## src/rtl/usb_rx_pkg.sv

```systemverilog
// Shared sizing constants and byte type for the USB receive FIFO.
package usb_rx_pkg;

  localparam int FIFO_DEPTH  = 64;
  localparam int FIFO_ADDR_W = 6;
  localparam int FIFO_CNT_W  = 7;

  typedef logic [7:0] usb_byte_t;

endpackage

```

## src/rtl/usb_rx_fifo_ram.sv

```systemverilog
// 64 x 8 storage for the USB receive FIFO: synchronous write, combinational read.
// Contents are intentionally never reset.
module usb_rx_fifo_ram
  import usb_rx_pkg::*;
(
  input  logic                   clk,
  input  logic                   we,
  input  logic [FIFO_ADDR_W-1:0] waddr,
  input  usb_byte_t              wdata,
  input  logic [FIFO_ADDR_W-1:0] raddr,
  output usb_byte_t              rdata
);

  usb_byte_t mem [FIFO_DEPTH];

  always_ff @(posedge clk) begin
    if (we) begin
      mem[waddr] <= wdata;
    end
  end

  assign rdata = mem[raddr];

endmodule

```

## src/rtl/usb_rx_fifo.sv

```systemverilog
// USB receive byte FIFO: first-word fall-through, count-based full/empty,
// sticky overflow, and a receiver-error flush.
module usb_rx_fifo
  import usb_rx_pkg::*;
(
  input  logic                  clk,
  input  logic                  n_rst,
  input  usb_byte_t             rx_data,
  input  logic                  write_enable,
  input  logic                  rcv_error,
  input  logic                  r_enable,
  input  logic                  clear_overflow,
  output usb_byte_t             r_data,
  output logic                  empty,
  output logic                  full,
  output logic [FIFO_CNT_W-1:0] count,
  output logic                  overflow
);

  localparam logic [FIFO_CNT_W-1:0] CNT_FULL = FIFO_CNT_W'(FIFO_DEPTH);

  logic [FIFO_ADDR_W-1:0] wptr_q, wptr_d;
  logic [FIFO_ADDR_W-1:0] rptr_q, rptr_d;
  logic [FIFO_CNT_W-1:0]  count_q, count_d;
  logic                   overflow_q, overflow_d;

  logic is_full, is_empty;
  logic wr_ok, pop_ok, wr_drop;

  always_comb begin
    is_full  = (count_q == CNT_FULL);
    is_empty = (count_q == '0);

    // A pop frees a slot in the same cycle, so a full FIFO still accepts a write.
    pop_ok  = r_enable && !is_empty && !rcv_error;
    wr_ok   = write_enable && !rcv_error && (!is_full || r_enable);
    wr_drop = write_enable && !rcv_error && is_full && !r_enable;

    wptr_d     = wptr_q;
    rptr_d     = rptr_q;
    count_d    = count_q;
    overflow_d = overflow_q;

    if (rcv_error) begin
      wptr_d  = '0;
      rptr_d  = '0;
      count_d = '0;
    end else begin
      if (wr_ok) begin
        wptr_d = wptr_q + FIFO_ADDR_W'(1);
      end
      if (pop_ok) begin
        rptr_d = rptr_q + FIFO_ADDR_W'(1);
      end
      case ({wr_ok, pop_ok})
        2'b10:   count_d = count_q + FIFO_CNT_W'(1);
        2'b01:   count_d = count_q - FIFO_CNT_W'(1);
        default: count_d = count_q;
      endcase
    end

    // A drop in the same cycle wins over a clear.
    if (wr_drop) begin
      overflow_d = 1'b1;
    end else if (clear_overflow) begin
      overflow_d = 1'b0;
    end
  end

  always_ff @(posedge clk or negedge n_rst) begin
    if (!n_rst) begin
      wptr_q     <= '0;
      rptr_q     <= '0;
      count_q    <= '0;
      overflow_q <= 1'b0;
    end else begin
      wptr_q     <= wptr_d;
      rptr_q     <= rptr_d;
      count_q    <= count_d;
      overflow_q <= overflow_d;
    end
  end

  usb_rx_fifo_ram u_ram (
    .clk   (clk),
    .we    (wr_ok),
    .waddr (wptr_q),
    .wdata (rx_data),
    .raddr (rptr_q),
    .rdata (r_data)
  );

  assign empty    = is_empty;
  assign full     = is_full;
  assign count    = count_q;
  assign overflow = overflow_q;

endmodule
```

## config.mk

```make
export PLATFORM = sky130hd
export DESIGN_NAME = usb_rx_fifo
export DESIGN_NICKNAME = d
export VERILOG_FILES = /design/src/rtl/usb_rx_pkg.sv /design/src/rtl/usb_rx_fifo_ram.sv /design/src/rtl/usb_rx_fifo.sv
export SDC_FILE = /design/constraint.sdc
export NUM_CORES = 1
export LEC_CHECK = 0
export CAP_MARGIN = 20
export CORE_MARGIN = 3
export CORE_UTILIZATION = 45
export CTS_BUF_LIST = sky130_fd_sc_hd__clkbuf_2 sky130_fd_sc_hd__clkbuf_4 sky130_fd_sc_hd__clkbuf_8
export DETAILED_ROUTE_END_ITERATION = 6
export PLACE_DENSITY = 0.62
export SYNTH_ARGS = -nofsm -noshare
export SYNTH_HDL_FRONTEND = slang
export SYNTH_SLANG_ARGS = --single-unit
```

## constraint.sdc

```tcl
create_clock -name clk -period 4.88 [get_ports clk]
set_input_delay 0.976 -clock clk [delete_from_list [all_inputs] [get_ports clk]]
set_output_delay 0.976 -clock clk [all_outputs]
set_load 0.02 [all_outputs]
```

* Word-level counts from Yosys, hierarchy flattened
Memory sizes are Yosys's and may differ from the RTL's.
Index checks and enable logic that the tools add are counted.
** Storage, ports and cells
- Register bits :: 20
- Bits in writable memories :: 512
- Input port bits :: 14
- Output and inout port bits :: 18
- Logic and storage cells :: 38
- Memories kept :: 1
** Memory list
- u_ram.mem :: words 64, bits a word 8, read ports 1, clocked after memory_dff 0, write ports 1, RTL line usb_rx_fifo_ram.sv:14 : usb_byte_t mem [FIFO_DEPTH];
** Cells by class
- Add/subtract/negate cells :: 4
- Equal/unequal tests :: 3
- Muxes and demuxes :: 10
- Reduce and logical (&&, ||, !) cells :: 16
** Operators by type and width (count)
- $mux W6 :: 4
- $pmux W7 S2 :: 1
- $add A6 B1 Y6 const B :: 2
- $add A7 B1 Y7 const B :: 1
- $eq A7 B7 Y1 const B :: 1
- $logic_not A7 Y1 :: 1
- $mux W7 :: 1
- $sub A7 B1 Y7 const B :: 1
- $logic_and A1 B1 Y1 :: 6
- $reduce_bool A2 Y1 :: 3
- $logic_not A1 Y1 :: 4
- $mux W1 :: 4
- $reduce_bool A3 Y1 :: 1
- $eq A2 B1 Y1 const B :: 1
- $eq A2 B2 Y1 const B :: 1
- $logic_or A1 B1 Y1 :: 1

* Logic depth before layout (Yosys ltp)
- Depth after elaboration :: 7
- Gate-level depth with buffers :: 11

* Modules after synthesis
A second synthesis with hierarchy kept.
** Second synthesis, totals
- Cell total of the unflattened synthesis :: 1073
- Area total of the unflattened synthesis :: 21344.2 µm²
** Modules (own cells, without submodules)
- usb_rx_fifo_ram :: times used 1, cells each 932, area each 20006.7 µm², seq. area each 15374.7 µm²
- usb_rx_fifo :: times used 1, cells each 141, area each 1337.5 µm², seq. area each 500.5 µm²

* Worst setup path before layout
OpenSTA, ideal clock, no wires.
- Path kind :: input -> register
- Start :: input port r_enable
- End :: register count_q[6] (netlist: count[6])
- Library setup time :: 128 ps
- Arrival :: 3691 ps
- Data required time :: 4752 ps
- Path slack :: 1061 ps
- Stages on the path :: 10
- Buffers on the path :: 0
- Cells stage by stage :: nor4b_1 > a21oi_4 > nand2b_1 > nor2_1 > ha_1 > a211oi_1 > o21bai_1 > a21oi_1 > mux2i_1 > mux2_1
** On the way
- Word-level cells in the longest chain between the ends :: 5
- Elaborated cells on any way between the ends :: 9
- Those cells by class :: 2 x eq/ne; 2 x mux; 5 x reduce/logical
** Ends and longest elaborated chain
- start: declaration :: RTL line usb_rx_fifo.sv:11 : input logic r_enable,
- $logic_and A1 B1 Y1 / $logic_or A1 B1 Y1 (equally long branches) :: RTL line usb_rx_fifo.sv:35, usb_rx_fifo.sv:36
- $logic_and A1 B1 Y1, on equally long branches :: RTL line usb_rx_fifo.sv:35, usb_rx_fifo.sv:36
- $eq A2 B1 Y1 / $eq A2 B2 Y1 (equally long branches) :: RTL line usb_rx_fifo.sv:55 : case ({wr_ok, pop_ok})
- $pmux W7 S2 :: RTL line usb_rx_fifo.sv:55
- $mux W7 :: RTL line usb_rx_fifo.sv:44 : if (rcv_error) begin
- end signal: assignment :: RTL line usb_rx_fifo.sv:79 : count_q <= count_d;
- end: declaration :: RTL line usb_rx_fifo.sv:24 : logic [FIFO_CNT_W-1:0] count_q, count_d;
Several ways; a longest one is shown, not always the timed one.
A chain may end at the register's enable or synchronous reset.

* Worst setup path after layout
- Start :: register rptr_q[4]
- End :: output port r_data[3]
** On the way
- Word-level cells in the longest chain between the ends :: 1
** Ends and longest elaborated chain
- start: declaration :: RTL line usb_rx_fifo.sv:23 : logic [FIFO_ADDR_W-1:0] rptr_q, rptr_d;
- start signal: assignment :: RTL line usb_rx_fifo.sv:78 : rptr_q <= rptr_d;
- $mem_v2 Z64 W8
- end: declaration :: RTL line usb_rx_fifo.sv:13 : output usb_byte_t r_data,
Every way passes these cells.

==> flow_summary.toml <==
[sta]
setup_viol = 0
tightest_slew_ns = 1.07
period_needed_ns = 4.72
period_share = 0.967
max_freq_mhz = 212
rsz0062_at_grt = "false"
final_max_slew_viol_count = 0
relSlewSlack = 0.287
fin_setup_tns_ns = 0
clock_skew_ns = 0.0319
timing.hold.ws_ns = 0.543
hold_viol_final = 0

[clock_tree]
clkLatencyLatePin_ns = 0.67
tritoncts = "yes"
path_clk_slew_ns = 0.06
cts_made_buffers = 86
hold_buffers = 0
clockBufferDepth = 3
cts-root-buf = "clkbuf_8"
cts.sinks = 532
h-tree-depth = 3

[synthesis]
synth-seq-cells = 532
netlist_top_cells_area = "edfxtp_1, mux4_2, mux2i_1"
synth_compound_area_frac = 0.0377
synthDominantCellAreaShare = 0.726
async_reset_ff_frac = 0.0376
yosys_warnings = 0
ys_types = 55
synthAdderAreaFrac = 0.00508
synthSimpleGateAreaFrac = 0.0460
synth_top_family_by_area = "multiplexers"
syn-cell-area_um2 = 21200
synth_fp_nets = 1125
synth_area_per_cell_um2 = 19.2
yosysTopAreaCell = "edfxtp_1"
ys_seq_area_frac = 0.750
muxShareOfSynthArea = 0.141
syn_inst = 1103
synthXorXnorAreaFrac = 0.00585
synth_edf_count = 512
synth_flop_cell = "edfxtp_1"

[pwr]
ir_drop_mv = 0.348
leakage_nw = 7.39
p_total_w = 0.0106
powerDensity_nw_per_um2 = 444

[grt]
grt_max_degree = 70
antenna_found_initial = 0
grtUsageTotal = 0.193
grt_overflow = 0
grt_pass1_wl_um = 70900
grt_pass1_vias = 10800

[setup_path]
r2r_cells = 11
timing.rr.start = "count[0]$_DFFE_PN0P_"
crit_type = "reg2out"
timing.reg2reg.setup_slack_ns = 1.40
required_ns = 3.90
cp.arrival_ns = 3.74
r2r-end = "count[6]$_DFFE_PN0P_"
worstSetupStartpointType = "flop"
path_max_fanout = 16
worstSetupEndpointType = "output port"

[placed_design]
placed_cell_area_um2 = 22200
hpwl_um = 29300
portBuffers = 31
place.gp.congestion = 0.842

[drt]
drtIter0Drc = 1018
drtAntennaViolNets = 0
remaining_drc_errors = 0
drtPass1Iterations = 5
viasPerCell = 5.78
num_vias = 10800
wl_um = 48000
wl_per_cell_um = 25.8

[hold_path]
hold_start = "overflow$_DFFE_PN0P_"
hold_path_end = "overflow$_DFFE_PN0P_"
hold_path_class = "reg2reg"
min_path_cells = 2

[layout]
nets = 1221
drive_above_1_share = 0.235
num_antenna_cells = 0
final_cell_area_um2 = 23900
fin_util = 0.521
area_growth_pct = 13.0

[die]
die_w_um = 223
rows = 78
start_util = 0.461
core_area_um2 = 46000
die_area_um2 = 49700
die_h_um = 223
io_pins = 32

[run_status]
status = "complete, no violations"

[flow_run]
maxCapViolCount = 0
## cell families after synthesis
| group | count (synthesis) |
|---|---|
| AOI/OAI and AO/OA | 106 |
| xor gates and xnor gates | 12 |
| adders and majority gates | 8 |
| buffers and inverters | 65 |
| DFF | 532 |
| muxes | 175 |
| and+or+nand+nor | 205 |
## placed cells by master, fill, tap and decap left out, types with 17 or more instances in the layout
master and count:
a22oi_1 38, buf_4 32, clkbuf_4 20, clkbuf_8 88, clkdlybuf4s50_1 23, clkinv_1 21
dfrtp_1 17, edfxtp_1 512, mux2i_1 68, mux4_2 97, nand2_1 35, nand3_1 21
nor2_1 90
## registers in the layout (all words and copies together), names as in the netlist
name,cells
count,7
overflow,1
rptr_q,6
u_ram.mem,512
wptr_q,6
## layout make-up
class                   instances  area, µm²
fillers                      3646      22000
flip-flops and latches        532      15900
multi-input cells             506       4980
clock buffers                 108       1360
well taps                     600        751
repair buffers                 70        637
clock inverters                43        308
inverters                       3       11.3
## how the worst max path moves through the flow
| stage | start | end | slack, ns | depth (start not counted) |
|---|---|---|---|---|
| 6_report | rptr_q[4]$_DFFE_PN0P_ | r_data[3] | 0.16 | 5 |
| 5_1_grt | rptr_q[0]$_DFFE_PN0P_ | r_data[2] | 0.03 | 6 |
| 4_1_cts | rptr_q[0]$_DFFE_PN0P_ | r_data[2] | 0.05 | 6 |
| 3_5_place_dp | r_enable | count[6]$_DFFE_PN0P_ | 0.75 | 12 |
| 3_3_place_gp | r_enable | count[6]$_DFFE_PN0P_ | 0.76 | 12 |
| 2_1_floorplan | r_enable | count[6]$_DFFE_PN0P_ | 1.06 | 10 |
## per-layer routing
metal	vias to the layer above	share of wire	track usage
met1	5533	0.43	0.283
met5	-	0	0
met2	449	0.46	0.289
met4	0	0.021	0.0507
li1	4700	-	-
met3	75	0.083	0.0547
## power by group
group / total [W] / switching (W) / leakage [nW] / internal [W]
Sequential: 0.00513 / 0.0000785 / 4.87 / 0.00505
Combinational: 0.00172 / 0.000907 / 1.64 / 0.000816
Clock: 0.00377 / 0.00176 / 0.887 / 0.00201
Total: 0.0106 / 0.00274 / 7.39 / 0.00787
## worst max-delay path, cell delays in order (launching register included)
cell	delay (ns)
dfrtp_1	0.85
and3_1	0.68
a22oi_1	0.30
a41oi_1	0.40
a31o_2	0.21
clkdlybuf4s50_1	0.62
## metrics by stage
step	setup slack, ns	std cells
floorplan	1.06	1103
CTS	0.0465	1859
global placement	0.761	1708
detailed placement	0.749	1708
global route	0.0315	1862
finish	0.160	1862
## Yosys cell counts (all sizes together), types with 5 or more instances
| cell type | number |
|---|---|
| a21oi | 10 |
| a221oi | 8 |
| a22oi | 38 |
| a31o | 6 |
| a41oi | 6 |
| and2 | 7 |
| buf | 42 |
| clkbuf | 20 |
| dfrtp | 20 |
| edfxtp | 512 |
| ha | 7 |
| mux2 | 10 |
| mux2i | 68 |
| mux4 | 97 |
| nand2 | 35 |
| nand2b | 12 |
| nand3 | 21 |
| nor2 | 91 |
| nor2b | 12 |
| o2111ai | 5 |
| o211ai | 6 |
| o21ai | 7 |
| o22ai | 8 |
| xor2 | 8 |
## repair_timing
item	4_1_cts	5_1_grt
setup endpoints to repair	0	6
gates resized for setup	0	1
hold endpoints to repair	0	0
buffers inserted	0	1
Note: power is estimated with default switching activity, not from simulation.
